==> config.mk <==
export PLATFORM = sky130hd
export DESIGN_NAME = cmd_writer_flat
export DESIGN_NICKNAME = d
export VERILOG_FILES = /design/src/rtl/cmd_writer_if.sv /design/src/rtl/cmd_writer.sv /design/src/flat_wrapper.sv
export SDC_FILE = /design/constraint.sdc
export NUM_CORES = 1
export LEC_CHECK = 0
export BUFFER_PORTS_ARGS = -buffer_cell sky130_fd_sc_hd__buf_2
export CAP_MARGIN = 10
export CORE_UTILIZATION = 35
export DETAILED_ROUTE_END_ITERATION = 12
export GPL_TIMING_DRIVEN = 0
export PLACE_DENSITY = 0.52
export RECOVER_POWER = 25
export SETUP_SLACK_MARGIN = 0.02
export SKIP_CTS_REPAIR_TIMING = 1
export SLEW_MARGIN = 10
export SYNTH_ARGS = -nofsm -noshare
export SYNTH_HDL_FRONTEND = slang
export SYNTH_SLANG_ARGS = --single-unit
==> constraint.sdc <==
create_clock -name clock -period 5.9 [get_ports clock]
set_input_delay 0 -clock clock [delete_from_list [all_inputs] [get_ports clock]]
set_output_delay 0 -clock clock [all_outputs]
set_load 0.01 [all_outputs]
==> src/rtl/cmd_writer_if.sv <==
// Memory read port and CMD byte stream of cmd_writer.
// The master modport is the writer; the slave modport is memory plus stream sink.
interface cmd_writer_if;
    logic [15:0] mem_addr;
    logic        mem_rd;
    logic [7:0]  mem_data;
    logic [7:0]  up_data;
    logic        up_valid;
    logic        up_ready;

    modport master (
        output mem_addr, mem_rd, up_data, up_valid,
        input  mem_data, up_ready
    );

    modport slave (
        input  mem_addr, mem_rd, up_data, up_valid,
        output mem_data, up_ready
    );
endinterface

==> src/rtl/cmd_writer.sv <==
// cmd_writer: streams a memory range as TRS-80 CMD load records followed by a transfer record.
// Defining CMD_WRITER_HDR_EN adds a leading header record (0x05, 0x06, HDR_NAME).
module cmd_writer #(
    parameter int unsigned BLOCK_MAX = 256,
    parameter logic [47:0] HDR_NAME  = 48'h545253383020
) (
    input  logic        clock,
    input  logic        reset_n,
    input  logic        start,
    input  logic [15:0] start_addr,
    input  logic [15:0] end_addr,
    input  logic [15:0] exec_addr,
    output logic        busy,
    output logic        done,
    output logic        error,
    cmd_writer_if.master bus
);
    localparam logic [16:0] BLOCK_MAX_W = 17'(BLOCK_MAX);

    typedef enum logic [3:0] {
        IDLE,
`ifdef CMD_WRITER_HDR_EN
        HDR,
`endif
        REC_TYPE,
        REC_LEN,
        ADDR_LO,
        ADDR_HI,
        DATA_RD,
        DATA_WAIT,
        DATA_OUT,
        XFER_TYPE,
        XFER_LEN,
        XFER_LO,
        XFER_HI,
        FINISH
    } state_t;

`ifdef CMD_WRITER_HDR_EN
    localparam state_t FIRST_STATE = HDR;
`else
    localparam state_t FIRST_STATE = REC_TYPE;
`endif

    state_t      state_r;
    logic [15:0] mem_addr_r;
    logic        mem_rd_r;
    logic [7:0]  up_data_r;
    logic        up_valid_r;
    logic        busy_r;
    logic        done_r;
    logic        error_r;
    logic [15:0] exec_r;
    logic [16:0] remain_r;
    logic [8:0]  rec_n_r;
    logic [7:0]  data_r;
`ifdef CMD_WRITER_HDR_EN
    logic [2:0]  hdr_idx_r;
`endif

    logic        emit_s;
    logic [7:0]  byte_s;
    logic [8:0]  blk_n_s;
    logic [16:0] span_s;

`ifdef CMD_WRITER_HDR_EN
    function automatic logic [7:0] hdr_byte(input logic [2:0] idx);
        logic [47:0] name_s;
        name_s = HDR_NAME << {idx - 3'd2, 3'b000};
        if (idx == 3'd0) begin
            hdr_byte = 8'h05;
        end else if (idx == 3'd1) begin
            hdr_byte = 8'h06;
        end else begin
            hdr_byte = name_s[47:40];
        end
    endfunction
`endif

    assign blk_n_s = (remain_r > BLOCK_MAX_W) ? BLOCK_MAX_W[8:0] : remain_r[8:0];
    assign span_s  = {1'b0, end_addr} - {1'b0, start_addr} + 17'd1;

    // Byte owed by the current state, and whether the state emits a byte at all.
    always_comb begin
        emit_s = 1'b1;
        byte_s = 8'h00;
        case (state_r)
`ifdef CMD_WRITER_HDR_EN
            HDR:       byte_s = hdr_byte(hdr_idx_r);
`endif
            REC_TYPE:  byte_s = 8'h01;
            REC_LEN:   byte_s = rec_n_r[7:0] + 8'd2;
            ADDR_LO:   byte_s = mem_addr_r[7:0];
            ADDR_HI:   byte_s = mem_addr_r[15:8];
            DATA_OUT:  byte_s = data_r;
            XFER_TYPE: byte_s = 8'h02;
            XFER_LEN:  byte_s = 8'h02;
            XFER_LO:   byte_s = exec_r[7:0];
            XFER_HI:   byte_s = exec_r[15:8];
            default:   emit_s = 1'b0;
        endcase
    end

    // Save sequencer; a byte state first loads up_data, then waits for the sink to take it.
    always_ff @(posedge clock or negedge reset_n) begin
        if (!reset_n) begin
            state_r    <= IDLE;
            mem_addr_r <= 16'h0000;
            mem_rd_r   <= 1'b0;
            up_data_r  <= 8'h00;
            up_valid_r <= 1'b0;
            busy_r     <= 1'b0;
            done_r     <= 1'b0;
            error_r    <= 1'b0;
            exec_r     <= 16'h0000;
            remain_r   <= 17'd0;
            rec_n_r    <= 9'd0;
            data_r     <= 8'h00;
`ifdef CMD_WRITER_HDR_EN
            hdr_idx_r  <= 3'd0;
`endif
        end else begin
            done_r   <= 1'b0;
            error_r  <= 1'b0;
            mem_rd_r <= 1'b0;
            if (emit_s && !up_valid_r) begin
                up_valid_r <= 1'b1;
                up_data_r  <= byte_s;
            end else if (emit_s && !bus.up_ready) begin
                up_valid_r <= 1'b1;
            end else begin
                up_valid_r <= 1'b0;
                case (state_r)
                    IDLE: begin
                        if (start) begin
                            if (end_addr < start_addr) begin
                                error_r <= 1'b1;
                            end else begin
                                busy_r     <= 1'b1;
                                mem_addr_r <= start_addr;
                                exec_r     <= exec_addr;
                                remain_r   <= span_s;
`ifdef CMD_WRITER_HDR_EN
                                hdr_idx_r  <= 3'd0;
`endif
                                state_r    <= FIRST_STATE;
                            end
                        end
                    end
`ifdef CMD_WRITER_HDR_EN
                    HDR: begin
                        if (hdr_idx_r == 3'd7) begin
                            state_r <= REC_TYPE;
                        end else begin
                            hdr_idx_r <= hdr_idx_r + 3'd1;
                        end
                    end
`endif
                    REC_TYPE: begin
                        rec_n_r <= blk_n_s;
                        state_r <= REC_LEN;
                    end
                    REC_LEN:   state_r <= ADDR_LO;
                    ADDR_LO:   state_r <= ADDR_HI;
                    ADDR_HI: begin
                        mem_rd_r <= 1'b1;
                        state_r  <= DATA_RD;
                    end
                    DATA_RD:   state_r <= DATA_WAIT;
                    DATA_WAIT: begin
                        data_r  <= bus.mem_data;
                        state_r <= DATA_OUT;
                    end
                    DATA_OUT: begin
                        remain_r <= remain_r - 17'd1;
                        rec_n_r  <= rec_n_r - 9'd1;
                        // The byte count always ends the save before the address could wrap.
                        if (mem_addr_r != 16'hFFFF) begin
                            mem_addr_r <= mem_addr_r + 16'd1;
                        end
                        if (rec_n_r == 9'd1) begin
                            state_r <= (remain_r == 17'd1) ? XFER_TYPE : REC_TYPE;
                        end else begin
                            mem_rd_r <= 1'b1;
                            state_r  <= DATA_RD;
                        end
                    end
                    XFER_TYPE: state_r <= XFER_LEN;
                    XFER_LEN:  state_r <= XFER_LO;
                    XFER_LO:   state_r <= XFER_HI;
                    XFER_HI:   state_r <= FINISH;
                    FINISH: begin
                        done_r  <= 1'b1;
                        busy_r  <= 1'b0;
                        state_r <= IDLE;
                    end
                    default:   state_r <= IDLE;
                endcase
            end
        end
    end

    assign bus.mem_addr = mem_addr_r;
    assign bus.mem_rd   = mem_rd_r;
    assign bus.up_data  = up_data_r;
    assign bus.up_valid = up_valid_r;
    assign busy         = busy_r;
    assign done         = done_r;
    assign error        = error_r;
endmodule

==> src/flat_wrapper.sv <==
// flat-port wrapper written by rule: the top's interface ports become plain ports
module cmd_writer_flat 
#(
    parameter int unsigned BLOCK_MAX = 256,
    parameter logic [47:0] HDR_NAME  = 48'h545253383020
)
  (clock, reset_n, start, start_addr, end_addr, exec_addr, busy, done, error, bus_mem_addr, bus_mem_rd, bus_up_data, bus_up_valid, bus_mem_data, bus_up_ready);
  cmd_writer_if bus_i ();
  input  logic clock;
  input  logic reset_n;
  input  logic start;
  input  logic [15:0] start_addr;
  input  logic [15:0] end_addr;
  input  logic [15:0] exec_addr;
  output logic busy;
  output logic done;
  output logic error;
  output wire logic [$bits(bus_i.mem_addr)-1:0] bus_mem_addr;
  output wire logic [$bits(bus_i.mem_rd)-1:0] bus_mem_rd;
  output wire logic [$bits(bus_i.up_data)-1:0] bus_up_data;
  output wire logic [$bits(bus_i.up_valid)-1:0] bus_up_valid;
  input wire logic [$bits(bus_i.mem_data)-1:0] bus_mem_data;
  input wire logic [$bits(bus_i.up_ready)-1:0] bus_up_ready;
  assign bus_mem_addr = bus_i.mem_addr;
  assign bus_mem_rd = bus_i.mem_rd;
  assign bus_up_data = bus_i.up_data;
  assign bus_up_valid = bus_i.up_valid;
  assign bus_i.mem_data = bus_mem_data;
  assign bus_i.up_ready = bus_up_ready;
  cmd_writer #(.BLOCK_MAX(BLOCK_MAX), .HDR_NAME(HDR_NAME)) u_core (.clock(clock), .reset_n(reset_n), .start(start), .start_addr(start_addr), .end_addr(end_addr), .exec_addr(exec_addr), .busy(busy), .done(done), .error(error), .bus(bus_i));
endmodule
Word-level counts from Yosys, hierarchy flattened
Cells that the tools add are included.
{ "op_classes": {"add_sub_neg": 6, "eq_ne": 18, "muxes": 33, "n_lt_le_gt_ge": 2, "n_reduce_logical": 17, "bitwise_logic": 3} }
{ "ops": {"columns": ["op", "count"], "rows": [
  ["8-bit one-hot mux with 8 select lines", 1],
  ["16-bit two-way mux", 3],
  ["4-bit one-hot mux with 12 select lines", 1],
  ["17-bit two-way mux", 2],
  ["17-bit one-hot mux with 2 select lines", 1],
  ["16-bit one-hot mux with 2 select lines", 1],
  ["4-bit == test, second input constant", 5],
  ["9-bit one-hot mux with 2 select lines", 1],
  ["17-bit by 1-bit adder with 17-bit output, second input constant", 1],
  ["17-bit by 1-bit == test with 1-bit output, second input constant", 1],
  ["17-bit by 9-bit > comparator with 1-bit output, second input constant", 1],
  ["16-bit by 16-bit subtractor with 17-bit output", 1],
  ["17-bit by 1-bit subtractor with 17-bit output, second input constant", 1],
  ["16-bit by 1-bit adder with 16-bit output, second input constant", 1],
  ["4-bit by 3-bit == test with 1-bit output, second input constant", 4],
  ["16-bit < comparator", 1],
  ["1-bit two-way mux", 16],
  ["4-bit two-way mux", 4],
  ["16-bit != test, second input constant", 1],
  ["5-bit AND reduction", 3],
  ["9-bit by 1-bit == test with 1-bit output, second input constant", 1],
  ["9-bit two-way mux", 1],
  ["9-bit OR reduction", 1],
  ["9-bit by 1-bit subtractor with 9-bit output, second input constant", 1],
  ["15 further kinds", 25]
]} }
{ "word_totals": {"reg_bits": 83, "output_inout_bits": 29, "elab_cells": 91} }

Logic depth before layout (Yosys ltp)
Gate-level depths: netlist of the first run.
{ "logic_depth": {"depth_word": 6, "depth_mapped": 13, "depth_no_buf": 13} }

Least setup slack after synthesis of the first run
No wires, ideal clock.
{ "synth_path": {"path_type": "reg2reg", "startpoint": "register u_core.state_r[3]", "endpoint": "register u_core.rec_n_r[8]", "path_stages_with_launch": 10, "period_less_slack_ns": 2.377, "required_time_ns": 5.779, "path_buffers": 3, "arrival_ns": 2.256, "setup_slack_ns": 3.523, "path_cell_list": "dfrtp_1 -> buf_6 -> or3_1 -> a21o_1 -> and3_1 -> nand2b_1 -> or4_4 -> buf_6 -> buf_6 -> o22a_1"} }
{ "synth_via": {"elab_chain_cells": 6, "elab_cells_between_ends": 18, "cone_classes": "9 x eq/ne; 2 x mux; 2 x bitwise; 5 x reduce/logical"} }
{ "synth_lines": {"columns": ["element", "line", "rtl"], "rows": [
  ["from (decl)", "cmd_writer.sv:45", "state_t state_r;"],
  ["from (signal assigned)", "cmd_writer.sv:182", "state_r <= (remain_r == 17'd1) ? XFER_TYPE : REC_TYPE;"],
  ["4-bit by 1-bit == test with 1-bit output, or another cell as far along", "cmd_writer.sv:87, cmd_writer.sv:133", null],
  ["9-bit OR reduction (no source line)", null, null],
  ["1-bit two-way mux", "cmd_writer.sv:87", "case (state_r)"],
  ["1-bit logical AND, on equally long branches", "cmd_writer.sv:126, cmd_writer.sv:129", null],
  ["1-bit NOT (no source line)", null, null],
  ["3-bit AND reduction (no source line)", null, null],
  ["to (signal assigned)", "cmd_writer.sv:160", "rec_n_r <= blk_n_s;"],
  ["to (signal assigned)", "cmd_writer.sv:176", "rec_n_r <= rec_n_r - 9'd1;"],
  ["to (decl)", "cmd_writer.sv:55", "logic [8:0] rec_n_r;"]
]} }
Parallel ways exist; a longest one is shown, timed or not.
A chain may end at the register's enable or synchronous reset.

Final worst setup path of the first run
{ "layout_path": {"startpoint": "register u_core.state_r[1]", "endpoint": "register u_core.up_data_r[3] (netlist: u_core.bus.up_data[3])"} }
{ "layout_via": {"elab_chain_cells": 4, "elab_cells_between_ends": 14, "cone_classes": "9 x eq/ne; 2 x mux; 3 x reduce/logical"} }
{ "layout_lines": {"columns": ["element", "line", "rtl"], "rows": [
  ["4-bit by 1-bit == test with 1-bit output, or another cell as far along", "cmd_writer.sv:87", null],
  ["9-bit OR reduction (no source line)", null, null],
  ["1-bit two-way mux", "cmd_writer.sv:87", null],
  ["1-bit logical AND", "cmd_writer.sv:126", "if (emit_s && !up_valid_r) begin"],
  ["to (signal assigned)", "cmd_writer.sv:128", "up_data_r <= byte_s;"],
  ["to (decl)", "cmd_writer.sv:48", "logic [7:0] up_data_r;"]
]} }
Parallel ways exist; a longest one is shown, timed or not.

==> results.sh, run 1 <==
export IMPL_outcome="complete, but fails checks"
export IMPL_violations="max-capacitance violations, max-slew violations"
export IMPL_top_layer="met4"
export IMPL_numCtsBuffers=9
export IMPL_die_h_um=133
export IMPL_ant_nets=0
export IMPL_firstDrtPassIters=5
export IMPL_cts_sinks=83
export IMPL_wirelength_met1_mm=9.44
export IMPL_holdCritPathClass="primary input to flip-flop"
export IMPL_dp_hpwl_mm=15.4
export IMPL_vias=5879
export IMPL_wl_met3_mm=1.50
export IMPL_final_cell_mix="88 x buf_2, 83 x dfrtp_1, 66 x nor2_1, 55 x a21oi_1, 53 x o21ai_0"
export IMPL_layout_min_cycle_time_ns=3.50
export IMPL_overflow=0
export IMPL_clockRootBuffer="clkbuf_16"
export IMPL_diodes=0
export IMPL_r2r_start="u_core.state_r[1]"
export IMPL_synth_edf_count=0
export IMPL_initial_utilization_pct=36.1
export IMPL_fin_tns_setup_ns=0
export IMPL_grt_first_pass_wirelength_mm=31.1
export IMPL_ioPinCount=89
export IMPL_placed_cell_area_um2=6750
export IMPL_required_ns=6.17
export IMPL_cp_max_fo=10
export IMPL_areaGrowthSynthToFinish_pct=22.6
export IMPL_max_vdd_ir_drop_v=0.000225
export IMPL_endpoint="u_core.bus.up_data[3]"
export IMPL_route_met2_wl_mm=8.91
export IMPL_worstMarginPinSlew_ns=1.59
export IMPL_hold_viol_final=0
export IMPL_skew_ns=0.00968
export IMPL_synth_async_sr_flop_share_pct=100
export IMPL_final_setup_viol_count=0
export IMPL_die_w_um=133
export IMPL_crit_path_end_kind="flip-flop"
export IMPL_place_congestion=0.930
export IMPL_num_rows=47
export IMPL_clk_pin_slew_ns=0.06
export IMPL_yosysSeqAreaShare_pct=34.6
export IMPL_design_area_um2=7360
export IMPL_ys_types=62
export IMPL_finalNetCount=926
export IMPL_timing_max_cap_violations=1
export IMPL_reg2regPathDepth=8
export IMPL_max_freq_mhz=286
export IMPL_clk_latency_ns=0.35
export IMPL_core_um2=16600
export IMPL_remaining_drc_errors=0
export IMPL_synthCells=689
export IMPL_leakage_uw=0.00321
export IMPL_layout_commonest_cell="buf_2"
export IMPL_viasPerCell=5.65
export IMPL_critPathKind="flip-flop to flip-flop"
export IMPL_powerDensity_nw_per_um2=463
export IMPL_crit_path_start="u_core.state_r[1]"
export IMPL_wl_mm=20.2
export IMPL_arrival_ns=3.77
export IMPL_grtUsageTotal_pct=22.9
export IMPL_drtIter0Drc=511
export IMPL_syn_area_um2=6000
export IMPL_critPathLaunchType="flip-flop"
export IMPL_synth_seq_cells=83
export IMPL_cts_tree="yes"
export IMPL_yosysWarnings=0
export IMPL_relSlewSlack_pct=-5.70
export IMPL_htreeDepth=3
export IMPL_drv_slew=24
export IMPL_io_buffers=88
export IMPL_finalCritPeriodShare_pct=59.2
export IMPL_first_global_vias=5462
export IMPL_synth_nets=799
export IMPL_reg2reg_to="u_core.bus.up_data[3]"
export IMPL_rsz0062_at_grt="no"
export IMPL_rrSetupSlack_ns=2.40
export IMPL_grt_max_degree=61
export IMPL_synthFlopType="dfrtp_1"
export IMPL_layout_drive_gt1_share_pct=17.3
export IMPL_cts_path_max_buffers=2
export IMPL_antenna_found_initial=0
export IMPL_syn_area_per_cell_um2=8.71
export IMPL_wl_per_cell_um=19.4
export IMPL_die_area_um2=17700
[logic make-up (layout without fill, tap and decap cells)]
family,Yosys count,in the layout,synth area share [%]
compound gates,216,216,23.1
xor+xnor,16,16,2.33
fa+ha+maj,50,50,11.4
buf+inv,80,212,5.40
flops,83,83,34.6
mux,31,31,5.96
simple gates,213,213,17.1
[flip-flops by register name, summed over array words and instances (netlist names), 4 cells and up]
| signal | flops |
|---|---|
| u_core.bus.mem_addr | 16 |
| u_core.bus.up_data | 8 |
| u_core.data_r | 8 |
| u_core.exec_r | 16 |
| u_core.remain_r | 17 |
| u_core.state_r | 4 |
| u_core.rec_n_r | 9 |
[worst min path at each step]
stage | slack, ns | cells past startpoint | start | to
final | 0.005 | 3 | start_addr[12] | u_core.bus.mem_addr[12]
after detailed placement | -0.06 | 1 | reset_n | u_core.remain_r[10]
after global routing | 0.02 | 3 | start_addr[3] | u_core.bus.mem_addr[3]
after floorplan | -0.30 | 0 | reset_n | u_core.bus.mem_addr[0]
after global placement | 0.23 | 2 | exec_addr[1] | u_core.exec_r[1]
after CTS | -0.43 | 1 | reset_n | u_core.remain_r[10]
[synthesized netlist by cell type, types with 4 or more instances]
cell      instances  area, um^2
o21ai_1           7        35.0
mux2_2           28         315
a22oi_1           5        37.5
o22ai_1           6        37.5
o31ai_1           5        37.5
a211oi_1          8        60.1
nor4_1            9        56.3
dfrtp_1          83        2080
xor2_1            7        61.3
a22o_1            7        61.3
xnor2_1           9        78.8
nor2b_1           8        50.1
nand2b_1          8        50.1
fa_1              8         160
o211ai_1          7        52.6
a21o_1            7        52.6
a31oi_1           8        50.1
nand2_1          47         176
o21ai_0          53         265
a222oi_1          4        40.0
a21oi_1          55         275
a32oi_1           8        70.1
nor2_1           66         248
and3_1            8        50.1
nand4_1           7        43.8
o21a_1            6        45.0
nor3_1           12        60.1
inv_1            47         176
clkbuf_1         27         101
ha_1             42         526
nand3_1          23         115
and2_1            7        43.8
or3_1             6        37.5
[stage by stage]
| step | utilization, % | std cells | power [uW] | setup WS, ns | hold WS, ns |
|---|---|---|---|---|---|
| 2_1_floorplan | - | 689 | 2110 | 3.52 | -0.296 |
| 3_3_place_gp | 40.4 | 997 | 2690 | 2.54 | 0.232 |
| 3_5_place_dp | 40.5 | 998 | 2710 | 2.52 | -0.0573 |
| 4_1_cts | 42.6 | 1014 | 3370 | 2.50 | -0.433 |
| 5_1_grt | 44.2 | 1041 | 3630 | 2.21 | 0.0163 |
| 6_report | 44.2 | 1041 | 3410 | 2.40 | 0.00538 |
[worst max-delay path, stage by stage, from the launching register on]
cell	delay, ns
dfrtp_1	0.35
clkbuf_1	0.36
nand2_1	0.25
nor2_1	0.21
clkbuf_1	0.48
clkbuf_1	0.63
buf_1	0.62
a222oi_1	0.30
a21oi_1	0.21
[power breakdown]
group	switching [uW]	internal, uW
registers	287	831
logic	983	651
clock network	243	413
total	1510	1890
[metal layers]
| metal | vias up | GRT usage, % |
|---|---|---|
| li1 | 2764 | - |
| met1 | 2864 | 33.3 |
| met2 | 224 | 34.0 |
| met3 | 27 | 4.94 |
| met4 | 0 | 6.70 |
| met5 | - | 0 |
[layout make-up]
| class | instances | area, um^2 |
|---|---|---|
| fill | 1664 | 9290 |
| timing repair buffer | 116 | 737 |
| clock buffer | 9 | 225 |
| tap | 220 | 275 |
| multi-input combinational | 526 | 3600 |
| clock inverter | 7 | 116 |
| inverter | 47 | 176 |
| sequential | 83 | 2080 |
| buffer | 33 | 148 |
(Power assumes the default switching activity.)
==> inputs of run 2 (changes only) <==
- ABC_AREA: not set -> 1
- PLACE_DENSITY: 0.52 -> 0.54
- clock period: 5.9 -> 3.07 ns (I/O delays scaled with it)
==> results.sh, run 2 <==
export IMPL_layout_drive_gt1_share_pct=13.3
export IMPL_ant_nets=0
export IMPL_die_w_um=139
export IMPL_cts_tree="yes"
export IMPL_wl_per_cell_um=15.1
export IMPL_design_area_um2=7900
export IMPL_dp_hpwl_mm=16.1
export IMPL_total_power_uw=6700
export IMPL_synth_nets=1103
export IMPL_finalNetCount=1229
export IMPL_cts_path_max_buffers=2
export IMPL_clk_latency_ns=0.36
export IMPL_leakage_uw=0.00423
export IMPL_rrSetupSlack_ns=0.80
export IMPL_path_common_cell="nand2_1"
export IMPL_max_freq_mhz=440
export IMPL_ys_top_cells_by_area="dfrtp_1 31%, nand2_1 18%, inv_1 8.6%"
export IMPL_reg2regPathDepth=10
export IMPL_synth_edf_count=0
export IMPL_skew_ns=0.00760
export IMPL_vias=6624
export IMPL_synth_common_cells="312 x nand2_1, 151 x inv_1, 87 x nand3_1"
export IMPL_nFillCells=1975
export IMPL_final_setup_viol_count=0
export IMPL_yosysMostFrequentCell="nand2_1"
export IMPL_drtIter0Drc=353
export IMPL_cts_sinks=83
export IMPL_synth_top_cell_by_area="dfrtp_1"
export IMPL_clk_pin_slew_ns=0.07
export IMPL_final_cell_mix="312 x nand2_1, 151 x inv_1, 90 x buf_2, 87 x nand3_1, 83 x dfrtp_1"
export IMPL_syn_area_per_cell_um2=6.65
export IMPL_synth_seq_cells=83
export IMPL_max_vdd_ir_drop_v=0.000352
export IMPL_critPathSlowestCell="dfrtp_1"
export IMPL_arrival_ns=2.57
export IMPL_diodes=0
export IMPL_ys_types=42
export IMPL_first_global_vias=6095
export IMPL_finalCritPeriodShare_pct=74.1
export IMPL_ioPinCount=89
export IMPL_placed_cell_area_um2=7360
export IMPL_dp_worst_setup_slack_ns=0.830
export IMPL_synthCells=993
export IMPL_relSlewSlack_pct=26.6
export IMPL_cp_max_fo=10
export IMPL_largest_reg_flops=17
export IMPL_powerDensity_nw_per_um2=848
export IMPL_fin_tns_setup_ns=0
export IMPL_critPathKind="flip-flop to flip-flop"
export IMPL_min_path_cells=4
export IMPL_whs_endpoint="u_core.bus.up_valid"
export IMPL_place_congestion=0.913
export IMPL_critPathLaunchType="flip-flop"
export IMPL_initial_utilization_pct=36.3
export IMPL_worstMarginPinSlew_ns=1.10
export IMPL_dp_cells=1311
export IMPL_grtUsageTotal_pct=21.9
export IMPL_drv_slew=0
export IMPL_fin_cells=1353
export IMPL_grt_max_degree=46
export IMPL_cpPeakStageDelay_ns=0.48
export IMPL_outcome="finished clean"
export IMPL_top_register="u_core.remain_r"
export IMPL_reg2reg_to="u_core.bus.mem_addr[10]"
export IMPL_syn_area_um2=6600
export IMPL_r2r_start="u_core.bus.mem_addr[0]"
export IMPL_required_ns=3.36
export IMPL_path_cells="ha_1 -> nand2_1 -> nor2_1 -> nand3_1 -> nor2_1 -> a21oi_2 -> nand3_2 -> buf_2 -> nand2_1 -> nand2_1"
export IMPL_areaGrowthSynthToFinish_pct=19.7
export IMPL_grt_first_pass_wirelength_mm=33.1
export IMPL_firstDrtPassIters=5
export IMPL_timing_max_cap_violations=0
export IMPL_antenna_found_initial=0
export IMPL_layout_min_cycle_time_ns=2.27
export IMPL_crit_path_end_kind="flip-flop"
export IMPL_overflow=0
export IMPL_layout_commonest_cell="nand2_1"
export IMPL_num_rows=49
export IMPL_die_area_um2=19400
export IMPL_remaining_drc_errors=0
export IMPL_synthFlopType="dfrtp_1"
export IMPL_hold_viol_final=0
export IMPL_synth_async_sr_flop_share_pct=100
export IMPL_yosysTopAreaCellShare_pct=31.5
export IMPL_setup_slack_ns=0.796
export IMPL_io_buffers=88
export IMPL_core_um2=18200
export IMPL_multi_input_area_um2=3810
export IMPL_holdCritPathClass="primary input to flip-flop"
export IMPL_hp_start="bus_up_ready"
export IMPL_ff_latch_area_um2=2080
export IMPL_viasPerCell=4.90
export IMPL_numCtsBuffers=9
export IMPL_yosysSeqAreaShare_pct=31.5
export IMPL_rsz0062_at_grt="no"
export IMPL_die_h_um=139
export IMPL_yosysWarnings=0
export IMPL_htreeDepth=3
export IMPL_wl_mm=20.5
export IMPL_clockRootBuffer="clkbuf_16"
## run 2: cell count changes in the layout (fill, tap and decap cells not counted), moves of 9 or more
cell | previous run | this run
o21ai_1 | 7 | 18
clkbuf_1 | 28 | 13
nor2_1 | 66 | 75
mux2_2 | 28 | 6
a21oi_1 | 55 | 35
nand2_1 | 47 | 312
nand3_1 | 23 | 87
nand4_1 | 7 | 16
inv_1 | 47 | 151
## run 2: cell type report
class	count	area share, %
clock buffer	10	3.03
buffer	20	1.39
multi-input combinational	729	48.2
timing repair buffer	115	8.85
sequential	83	26.3
clock inverter	6	0.919
inverter	161	7.68
tap	229	3.63
## run 2: worst max-delay path by stage
| stage | from | end | slack, ns | depth (start not counted) |
|---|---|---|---|---|
| 2_1_floorplan | u_core.bus.mem_addr[0] | u_core.bus.mem_addr[10] | 1.28 | 10 |
| 3_3_place_gp | u_core.bus.mem_addr[0] | u_core.bus.mem_addr[15] | 0.82 | 10 |
| 3_5_place_dp | start_addr[1] | u_core.remain_r[11] | 0.83 | 17 |
| 4_1_cts | u_core.bus.mem_addr[0] | u_core.bus.mem_addr[12] | 0.83 | 10 |
| 5_1_grt | u_core.bus.mem_addr[0] | u_core.bus.mem_addr[10] | 0.53 | 10 |
| 6_report | u_core.bus.mem_addr[0] | u_core.bus.mem_addr[10] | 0.80 | 10 |
## run 2: cells by family (layout without fill, tap and decap cells)
logic type / count (synthesis) / in the layout / share of synthesized area (%)
and+or+nand+nor: 524 / 524 / 33.5
muxes: 6 / 6 / 1.02
buffers and inverters: 181 / 312 / 10.9
AOI/OAI and AO/OA: 137 / 137 / 11.2
DFF: 83 / 83 / 31.5
xor gates and xnor gates: 12 / 12 / 1.59
adders and majority gates: 50 / 50 / 10.4
## run 2: metrics by stage
step                      util, %  hold slack (ns)
after global placement       40.3            0.237
after global routing         43.4           0.0294
after floorplan                 -           -0.296
after detailed placement     40.4           0.0320
after CTS                    42.1           -0.351
final                        43.4           0.0143
## run 2: where the power goes
group	leakage (uW)	switching, uW	internal, uW	total (uW)
registers	0.00104	536	1600	2140
logic	0.00304	2200	1200	3410
clock network	0.000150	495	662	1160
## run 2: layer usage
layer  wire [um]  vias to the layer above  global-route usage (%)
li1            -                     3415                       -
met1       10100                     3036                    31.2
met2        9380                      162                    34.7
met3         837                       11                    3.41
met4         199                        0                    4.74
met5           0                        -                       0
## run 2: worst max-delay path, delay by kind of cell, from the launching register on
family	cells	cell delay [ns]
buffers and inverters	1	0.27
adder cells (fa/ha/maj)	1	0.20
AND/OR/NAND/NOR	7	1.10
flip-flops	1	0.48
AO/OA/AOI/OAI	1	0.15
==> inputs of run 3 (changes only) <==
- clock period: 3.07 -> 1.9 ns (I/O delays scaled with it)
==> results.sh, run 3 (synthesized netlist as in run 2, its figures left out) <==
export IMPL_outcome="finished clean"
export IMPL_die_area_um2=19400
export IMPL_clk_pin_slew_ns=0.06
export IMPL_clk_latency_ns=0.36
export IMPL_grt_max_degree=46
export IMPL_place_congestion=0.913
export IMPL_largest_reg_flops=17
export IMPL_viasPerCell=4.91
export IMPL_wl_per_cell_um=15.4
export IMPL_areaGrowthSynthToFinish_pct=27.2
export IMPL_htreeDepth=3
export IMPL_drv_slew=0
export IMPL_antenna_found_initial=0
export IMPL_fin_util_pct=46.1
export IMPL_top_register="u_core.remain_r"
export IMPL_dp_hpwl_mm=16.1
export IMPL_crit_path_start="u_core.state_r[3]"
export IMPL_grtUsageTotal_pct=21.9
export IMPL_reg2regPathDepth=13
export IMPL_fin_tns_setup_ns=0
export IMPL_io_buffers=88
export IMPL_cts_tree="yes"
export IMPL_hold_slack_ns=0.0222
export IMPL_finalNetCount=1250
export IMPL_final_cell_mix="303 x nand2_1, 148 x inv_1, 84 x nand3_1, 83 x buf_2, 76 x dfrtp_1"
export IMPL_drtIter0Drc=390
export IMPL_die_h_um=139
export IMPL_reg2reg_to="u_core.bus.mem_addr[4]"
export IMPL_hold_viol_final=0
export IMPL_holdCritPathClass="primary input to flip-flop"
export IMPL_fin_cells=1374
export IMPL_critPathKind="flip-flop to flip-flop"
export IMPL_rrSetupSlack_ns=0.04
export IMPL_remaining_drc_errors=0
export IMPL_initial_utilization_pct=36.3
export IMPL_firstDrtPassIters=5
export IMPL_timing_max_cap_violations=0
export IMPL_layout_commonest_cell="nand2_1"
export IMPL_wl_mm=21.1
export IMPL_r2r_start="u_core.state_r[3]"
export IMPL_finalCritPeriodShare_pct=98.1
export IMPL_nFillCells=1906
export IMPL_critPathLaunchType="flip-flop"
export IMPL_max_freq_mhz=537
export IMPL_cp_max_fo=10
export IMPL_grt_first_pass_wirelength_mm=33.1
export IMPL_layout_drive_gt1_share_pct=19.7
export IMPL_clockRootBuffer="clkbuf_16"
export IMPL_leakage_uw=0.00438
export IMPL_powerDensity_nw_per_um2=1390
export IMPL_endpoint="u_core.bus.mem_addr[4]"
export IMPL_core_um2=18200
export IMPL_total_power_uw=11700
export IMPL_first_global_vias=6095
export IMPL_cts_path_max_buffers=2
export IMPL_numCtsBuffers=9
export IMPL_ioPinCount=89
export IMPL_arrival_ns=2.11
export IMPL_vias=6743
export IMPL_die_w_um=139
export IMPL_ant_nets=0
export IMPL_relSlewSlack_pct=24.4
export IMPL_overflow=0
export IMPL_worstMarginPinSlew_ns=1.13
export IMPL_diodes=0
export IMPL_rsz0062_at_grt="yes"
export IMPL_crit_path_end_kind="flip-flop"
export IMPL_max_vdd_ir_drop_v=0.000632
export IMPL_final_setup_viol_count=0
export IMPL_cts_sinks=83
export IMPL_skew_ns=0.00826
export IMPL_num_rows=49
export IMPL_required_ns=2.14
export IMPL_dp_cells=1311
export IMPL_layout_min_cycle_time_ns=1.86
[run 3: changes by cell type in the layout (fill, tap and decap cells not counted), moves of 6 or more]
cell     before  now
nor2_1       75   61
dfrtp_2       0    7
nand2_2       5   11
nor2_4        1   10
nand2_1     312  303
buf_4         3   23
dfrtp_1      83   76
buf_2        90   83
[run 3: report_power, final]
part / total (uW) / internal [uW] / switching, uW / leakage, uW
Combinational: 6350 / 2410 / 3940 / 0.00321
Sequential: 3460 / 2600 / 862 / 0.00103
Clock: 1880 / 1070 / 807 / 0.000150
[run 3: area by class of cell]
type                            instances  area [um^2]  share of cell area, %
Multi-Input combinational cell        729         4060                   48.3
Sequential cell                        83         2090                   24.8
Timing Repair Buffer                  136          898                   10.7
Inverter                              161          621                   7.39
Tap cell                              229          287                   3.41
Clock buffer                           10          239                   2.85
Buffer                                 19          133                   1.58
Clock inverter                          6         72.6                  0.864
Timing Repair inverter                  1         5.00                 0.0596
[run 3: worst min-delay path by stage]
stage / cells after the start / slack (ns) / end / start
floorplan: 0 / -0.30 / u_core.bus.mem_addr[0] / reset_n
global placement: 2 / 0.24 / u_core.data_r[4] / bus_mem_data[4]
detailed placement: 1 / 0.03 / u_core.bus.mem_addr[10] / reset_n
CTS: 1 / -0.35 / u_core.bus.mem_addr[10] / reset_n
global route: 4 / 0.04 / u_core.bus.up_valid / bus_up_ready
finish: 5 / 0.02 / u_core.bus.mem_addr[12] / start_addr[12]
[run 3: through the flow]
step,instance area (um^2),setup WS (ns)
finish,8400,0.0365
global route,8400,-0.0401
CTS,7670,-0.336
detailed placement,7360,-0.340
global placement,7330,-0.354
floorplan,6600,0.113
[run 3: metal layers]
metal	wire, um	vias up	share of wire, %	GRT usage, %
li1	-	3465	-	-
met1	10200	3097	48	31.2
met2	9820	164	47	34.7
met3	847	17	4.0	3.41
met4	218	0	1.0	4.74
met5	0	-	0	0
[run 3: critical path, cell delays in order (launching register included)]
cell and delay [ns]:
dfrtp_2 0.47, inv_2 0.09, nand2_4 0.07, nor2_4 0.22, nor2_4 0.05, nand2_2 0.10, o21ai_4 0.09, nand2_4 0.10
inv_8 0.05, nand2_2 0.13, inv_4 0.08, buf_6 0.15, nand3_1 0.08, nand2_1 0.05
